### config.mk
export PLATFORM = sky130hd
export DESIGN_NAME = sine_pwm_multi
export DESIGN_NICKNAME = d
export VERILOG_FILES = /design/src/rtl/sine_pwm_pkg.sv /design/src/rtl/sine_pwm_multi_chan.sv /design/src/rtl/sine_pwm_multi.sv
export SDC_FILE = /design/constraint.sdc
export NUM_CORES = 1
export LEC_CHECK = 0
export BUFFER_PORTS_ARGS = -buffer_cell sky130_fd_sc_hd__buf_2
export CORE_MARGIN = 2
export CORE_UTILIZATION = 40
export DETAILED_ROUTE_END_ITERATION = 16
export HOLD_SLACK_MARGIN = 0.08
export SLEW_MARGIN = 25
export SYNTH_ARGS = -nofsm -noshare
export SYNTH_HDL_FRONTEND = slang
export SYNTH_SLANG_ARGS = --single-unit
### constraint.sdc
create_clock -name clk -period 2.1 [get_ports clk]
set_clock_uncertainty 0.1 [all_clocks]
set_input_delay 0.105 -clock clk [delete_from_list [all_inputs] [get_ports clk]]
set_output_delay 0.105 -clock clk [all_outputs]
set_load 0.1 [all_outputs]
### src/rtl/sine_pwm_pkg.sv
// rtl/sine_pwm_pkg.sv - shared sine LUT generator, channel offsets and parameter legality checks
package sine_pwm_pkg;

    localparam real SINE_PI = 3.14159265358979323846;
    localparam int  SINE_TAYLOR_TERMS = 10;

    // Quadrant folding keeps the series on [0, pi/2] and makes the 0/90/180/270 degree points exact.
    function automatic int sine_lut_val(input int k, input int depth, input int period);
        int  kk;
        bit  neg;
        real x;
        real term;
        real s;
        real v;
        kk  = k % depth;
        neg = 1'b0;
        if (kk >= depth / 2) begin
            neg = 1'b1;
            kk  = kk - depth / 2;
        end
        if (kk > depth / 4) begin
            kk = depth / 2 - kk;
        end
        x    = 2.0 * SINE_PI * kk / depth;
        term = x;
        s    = x;
        for (int n = 1; n < SINE_TAYLOR_TERMS; n++) begin
            term = -term * x * x / ((2 * n) * (2 * n + 1));
            s    = s + term;
        end
        if (neg) begin
            s = -s;
        end
        v = period * (1.0 + s) / 2.0;
        return $rtoi(v + 0.5);
    endfunction

    function automatic int chan_offset(input int c, input int depth, input int channels);
        return (c * depth) / channels;
    endfunction

    function automatic bit sine_params_ok(input int channels, input int period, input int cnt_w,
                                          input int lut_depth, input int phase_w);
        bit ok;
        ok = 1'b1;
        if (channels < 1) ok = 1'b0;
        if (period < 4) ok = 1'b0;
        if (cnt_w < 1 || cnt_w > 30) ok = 1'b0;
        else if ((1 << cnt_w) <= period) ok = 1'b0;
        if (lut_depth < 1 || (lut_depth & (lut_depth - 1)) != 0) ok = 1'b0;
        if (phase_w < 1 || phase_w > 30) ok = 1'b0;
        else if ((1 << phase_w) != lut_depth) ok = 1'b0;
        if (channels >= 1 && (lut_depth % channels) != 0) ok = 1'b0;
        return ok;
    endfunction

    function automatic bit dead_ok(input int dead, input int period);
        return (dead >= 0) && (2 * dead < period);
    endfunction

endpackage

### src/rtl/sine_pwm_multi_chan.sv
// rtl/sine_pwm_multi_chan.sv - one PWM channel: duty double-buffer, compare, output register, optional dead time (SINE_PWM_DEADTIME_EN)
module sine_pwm_chan
    import sine_pwm_pkg::*;
#(
    parameter int CNT_W = 10
`ifdef SINE_PWM_DEADTIME_EN
    , parameter int DEAD = 8
`endif
) (
    input  logic             clk,
    input  logic             rst_n,
    input  logic             en,
    input  logic             wrap,
    input  logic [CNT_W-1:0] cnt,
    input  logic [CNT_W-1:0] lut_val,
    output logic             pwm
`ifdef SINE_PWM_DEADTIME_EN
    , output logic           pwm_n
`endif
);

    logic [CNT_W-1:0] duty_next_q, duty_next_d;
    logic [CNT_W-1:0] duty_act_q, duty_act_d;
    logic             pwm_q, pwm_d;
    logic             r;

    assign r   = cnt < duty_act_q;
    assign pwm = pwm_q;

    // wrap already includes en, so a wrap swallowed by en=0 never loads duty_act.
    always_comb begin
        duty_next_d = lut_val;
        duty_act_d  = wrap ? duty_next_q : duty_act_q;
    end

`ifdef SINE_PWM_DEADTIME_EN
    localparam logic [CNT_W-1:0] DEAD_C = CNT_W'(DEAD);

    logic [CNT_W-1:0] run_p_q, run_p_d;
    logic [CNT_W-1:0] run_n_q, run_n_d;
    logic             pwm_n_q, pwm_n_d;

    assign pwm_n = pwm_n_q;

    // Run counters hold the number of earlier consecutive cycles the raw level was stable, saturating at DEAD.
    always_comb begin
        run_p_d = '0;
        run_n_d = '0;
        if (en) begin
            if (r) begin
                run_p_d = (run_p_q == DEAD_C) ? run_p_q : run_p_q + 1'b1;
            end else begin
                run_n_d = (run_n_q == DEAD_C) ? run_n_q : run_n_q + 1'b1;
            end
        end
        pwm_d   = en && r && (run_p_q >= DEAD_C);
        pwm_n_d = en && !r && (run_n_q >= DEAD_C);
    end

    always_ff @(posedge clk or negedge rst_n) begin
        if (!rst_n) begin
            run_p_q <= '0;
            run_n_q <= '0;
            pwm_n_q <= 1'b0;
        end else begin
            run_p_q <= run_p_d;
            run_n_q <= run_n_d;
            pwm_n_q <= pwm_n_d;
        end
    end
`else
    always_comb begin
        pwm_d = en && r;
    end
`endif

    always_ff @(posedge clk or negedge rst_n) begin
        if (!rst_n) begin
            duty_next_q <= '0;
            duty_act_q  <= '0;
            pwm_q       <= 1'b0;
        end else begin
            duty_next_q <= duty_next_d;
            duty_act_q  <= duty_act_d;
            pwm_q       <= pwm_d;
        end
    end

endmodule

### src/rtl/sine_pwm_multi.sv
// rtl/sine_pwm_multi.sv - multi-channel sine PWM top: period counter, phase accumulator, LUT ROM; dead time via SINE_PWM_DEADTIME_EN
module sine_pwm_multi
    import sine_pwm_pkg::*;
#(
    parameter int CHANNELS  = 4,
    parameter int PERIOD    = 1000,
    parameter int CNT_W     = 10,
    parameter int LUT_DEPTH = 64,
    parameter int PHASE_W   = 6
`ifdef SINE_PWM_DEADTIME_EN
    , parameter int DEAD    = 8
`endif
) (
    input  logic                clk,
    input  logic                rst_n,
    input  logic                en,
    input  logic [PHASE_W-1:0]  step,
    output logic [CHANNELS-1:0] pwm,
`ifdef SINE_PWM_DEADTIME_EN
    output logic [CHANNELS-1:0] pwm_n,
`endif
    output logic                period_tick
);

    if (!sine_params_ok(CHANNELS, PERIOD, CNT_W, LUT_DEPTH, PHASE_W)) begin : g_bad_params
        $error("sine_pwm_multi: illegal parameter combination");
    end
`ifdef SINE_PWM_DEADTIME_EN
    if (!dead_ok(DEAD, PERIOD)) begin : g_bad_dead
        $error("sine_pwm_multi: DEAD must be below PERIOD/2");
    end
`endif

    logic [CNT_W-1:0]   cnt_q, cnt_d;
    logic [PHASE_W-1:0] phase_q, phase_d;
    logic               tick_q, tick_d;
    logic               wrap;
    logic [CNT_W-1:0]   lut [LUT_DEPTH];

    for (genvar k = 0; k < LUT_DEPTH; k++) begin : g_lut
        localparam int VAL = sine_lut_val(k, LUT_DEPTH, PERIOD);
        assign lut[k] = CNT_W'(VAL);
    end

    assign wrap        = en && (cnt_q == CNT_W'(PERIOD - 1));
    assign period_tick = tick_q;

    // en=0 parks the counter at 0 so re-enable starts a fresh period without a tick.
    always_comb begin
        cnt_d   = '0;
        phase_d = phase_q;
        tick_d  = wrap;
        if (en && !wrap) begin
            cnt_d = cnt_q + 1'b1;
        end
        if (wrap) begin
            phase_d = phase_q + step;
        end
    end

    always_ff @(posedge clk or negedge rst_n) begin
        if (!rst_n) begin
            cnt_q   <= '0;
            phase_q <= '0;
            tick_q  <= 1'b0;
        end else begin
            cnt_q   <= cnt_d;
            phase_q <= phase_d;
            tick_q  <= tick_d;
        end
    end

    for (genvar c = 0; c < CHANNELS; c++) begin : g_chan
        localparam int OFF = chan_offset(c, LUT_DEPTH, CHANNELS);
        logic [PHASE_W-1:0] idx;

        assign idx = phase_q + PHASE_W'(OFF);

        sine_pwm_chan #(
            .CNT_W (CNT_W)
`ifdef SINE_PWM_DEADTIME_EN
            , .DEAD (DEAD)
`endif
        ) u_chan (
            .clk     (clk),
            .rst_n   (rst_n),
            .en      (en),
            .wrap    (wrap),
            .cnt     (cnt_q),
            .lut_val (lut[idx]),
            .pwm     (pwm[c])
`ifdef SINE_PWM_DEADTIME_EN
            , .pwm_n (pwm_n[c])
`endif
        );
    end

endmodule

==> impl_metrics.tcl <==
set metrics [dict create \
    die_x_um 124.4 \
    via_per_inst 5.211 \
    yosys-top-cells-count "dfrtp_1, nand2_1, o21ai_0" \
    r2r_start "phase_q[0]" \
    p_switching_w 0.0008603 \
    first_iter_violations 228 \
    seqCellArea_um2 2429 \
    wl_per_cell_um 16.07 \
    max-cap-violations 0 \
    synthArstFlopShare_pct 100.0 \
    diodes 0 \
    rows 44 \
    syn_nets 671 \
    path_max_fanout 8 \
    synth_top_cell_by_area "dfrtp_1" \
    min_period_ns 2.006 \
    ys_ff_latch 97 \
    rsz0062_at_grt "no" \
    syn_area_um2 5802 \
    r2r_cells 6 \
    p_int_w 0.002774 \
    pin_count 14 \
    cts_tree "built" \
    drc 0 \
    r2r_setup_slack_ns 0.09 \
    multi_input_area_um2 2960 \
    hpwl_um 9560 \
    synth_cell_types 51 \
    stdcell_count 819 \
    grt_max_degree 62 \
    fin_hold_ws_ns 0.1015 \
    power_density_nw_per_um2 560.9 \
    path_clk_slew_ns 0.07 \
    netlist_instances 611 \
    numCtsBuffers 9 \
    htree_levels 3 \
    synth_top_area_share_pct 41.84 \
    end_kind "flop" \
    synthFlopType "dfrtp_1" \
    pwr-share-clk_pct 43.8 \
    hold_viol_final 0 \
    setup_viol 0 \
    grt-ovfl-total 0 \
    yosysMostFrequentCell "dfrtp_1" \
    clockBufferDepth 2 \
    syn_avg_cell_area_um2 9.496 \
    vias 4268 \
    grt_pass1_wl_um 21460 \
    synth_edf_count 0 \
    p_leak_nw 3.249 \
    fmax_mhz 498.6 \
    drt_first_pass_iters 5 \
    synth_area_leaders "dfrtp_1, ha_1, mux2i_1, nand2_1, o21ai_0" \
    syn2layout_area_growth_pct 11.67 \
    vdd_drop_max_mv 0.3682 \
    final_nets 690 \
    status "complete, no violations" \
    start_util_pct 40.38 \
    final.period_utilization_pct 95.51 \
    fin_setup_tns_ns 0 \
    routed_wl_um 13160 \
    ys_warn_count 0 \
    layout-drive-gt1-share_pct 12.76 \
    drv_slew 0 \
    dieArea_um2 15480 \
    place.gp.congestion 0.8470 \
    worstReg2RegEnd "g_chan[2].u_chan.duty_next_q[4]" \
    worst_ep_arrival_time_ns 2.18 \
    cts.root.buffer_cell "clkbuf_16" \
    worstMarginPinSlew_ns 0.5086 \
    cts.sinks 97 \
    switching_share_pct 23.67 \
    grt_pass1_vias 4062 \
    p_seq_share_pct 51.8 \
    core_area_um2 14370 \
    startpoint_type "flop" \
    cp.required_ns 2.28 \
    die_h_um 124.4 \
    relSlewSlack_pct 66.05 \
    ant_nets 0 \
    hp-class "primary input to asynchronous set/reset pin" \
    combPwrFrac_pct 4.3 \
    criticalPathCategory "flop to flop" \
    port_buffers 13 \
    gr-usage-all-layers_pct 17.42 \
    synth_seq_area_share_pct 41.84 \
    fillers 1367 \
    clock_latency_ns 0.35 \
    post-place-cells 794 \
    antenna_found_initial 0 \
]
-- registers in the layout, summed over array words and instances (netlist names) --
name / count
period_tick: 1
g_chan.u_chan.duty_next_q: 38
cnt_q: 10
phase_q: 6
g_chan.u_chan.pwm: 4
g_chan.u_chan.duty_act_q: 38
-- routing by layer --
| metal | GRT usage [%] | part of all wire, % |
|---|---|---|
| met3 | 3.522 | 3.6 |
| met5 | 0 | 0 |
| met2 | 27.74 | 46 |
| met1 | 23.33 | 48 |
| met4 | 6.940 | 2.9 |
-- area by class of cell --
type	count	area share (%)
inverter	46	2.665
clock buffer	10	3.689
timing repair buffer	47	6.141
clock inverter	6	0.7725
tap	184	3.554
multi-input combinational	429	45.69
sequential	97	37.49
-- layout by cell type, fill, tap and decap left out, types with 11 or more instances in the layout --
cell type,netlist,final
a21o_1,12,12
a21oi_1,27,27
buf_2,19,12
buf_4,6,25
dfrtp_1,97,96
ha_1,50,48
inv_1,43,42
mux2i_1,42,42
nand2_1,76,76
nand4_1,12,12
nor2_1,46,46
o21ai_0,55,55
o21ai_1,11,11
-- per-stage QoR --
step,cell area (um^2),power (W),util (%),worst slack [ns]
detailed placement,6105,0.002073,42.49,0.07151
CTS,6444,0.003687,44.85,0.05262
floorplan,5808,0.001999,-,0.01645
global placement,6105,0.002070,42.49,0.09595
global route,6479,0.003767,45.09,0.0008584
finish,6479,0.003634,45.09,0.09420
-- repair_timing --
item / in CTS / in global routing
setup buffers: 0 / 4
hold buffers: 5 / 0
hold endpoints to repair: 107 / 0
resized for setup: 0 / 2
endpoints found under the setup margin: 0 / 10
-- cells by family (layout without fill, tap and decap cells) --
group	Yosys count	count (layout)	share of synthesized area, %
flops	97	97	41.84
compound gates	132	132	13.35
simple gates	178	178	14.02
mux	52	52	9.769
xor+xnor	16	16	2.545
fa+ha+maj	51	51	11.13
buf+inv	85	109	7.354
-- how the worst max path moves through the flow --
stage / slack, ns / start / endpoint
finish: 0.09 / phase_q[0] / g_chan[2].u_chan.duty_next_q[4]
global route: 0.0009 / phase_q[0] / g_chan[0].u_chan.duty_next_q[4]
CTS: 0.05 / phase_q[1] / g_chan[3].u_chan.duty_next_q[5]
detailed placement: 0.07 / phase_q[1] / g_chan[3].u_chan.duty_next_q[5]
global placement: 0.1 / phase_q[0] / g_chan[2].u_chan.duty_next_q[4]
floorplan: 0.02 / phase_q[1] / g_chan[0].u_chan.duty_next_q[2]
-- critical path, cell delays in order (launching register included) --
cell     delay (ns)
dfrtp_1        0.42
buf_4          0.19
ha_1           0.30
mux4_2         0.50
mux2i_1        0.23
nor2_1         0.08
a21oi_2        0.11
-- power by group through the flow --
stage / registers [W] / logic (W) / clock network (W)
after floorplan: 0.00192 / 0.0000796 / 0
after global placement: 0.00192 / 0.000150 / 0
after detailed placement: 0.00192 / 0.000154 / 0
after CTS: 0.00188 / 0.000161 / 0.00164
after global routing: 0.00188 / 0.000177 / 0.00171
final: 0.00188 / 0.000157 / 0.00159
(Power assumes the default switching activity.)
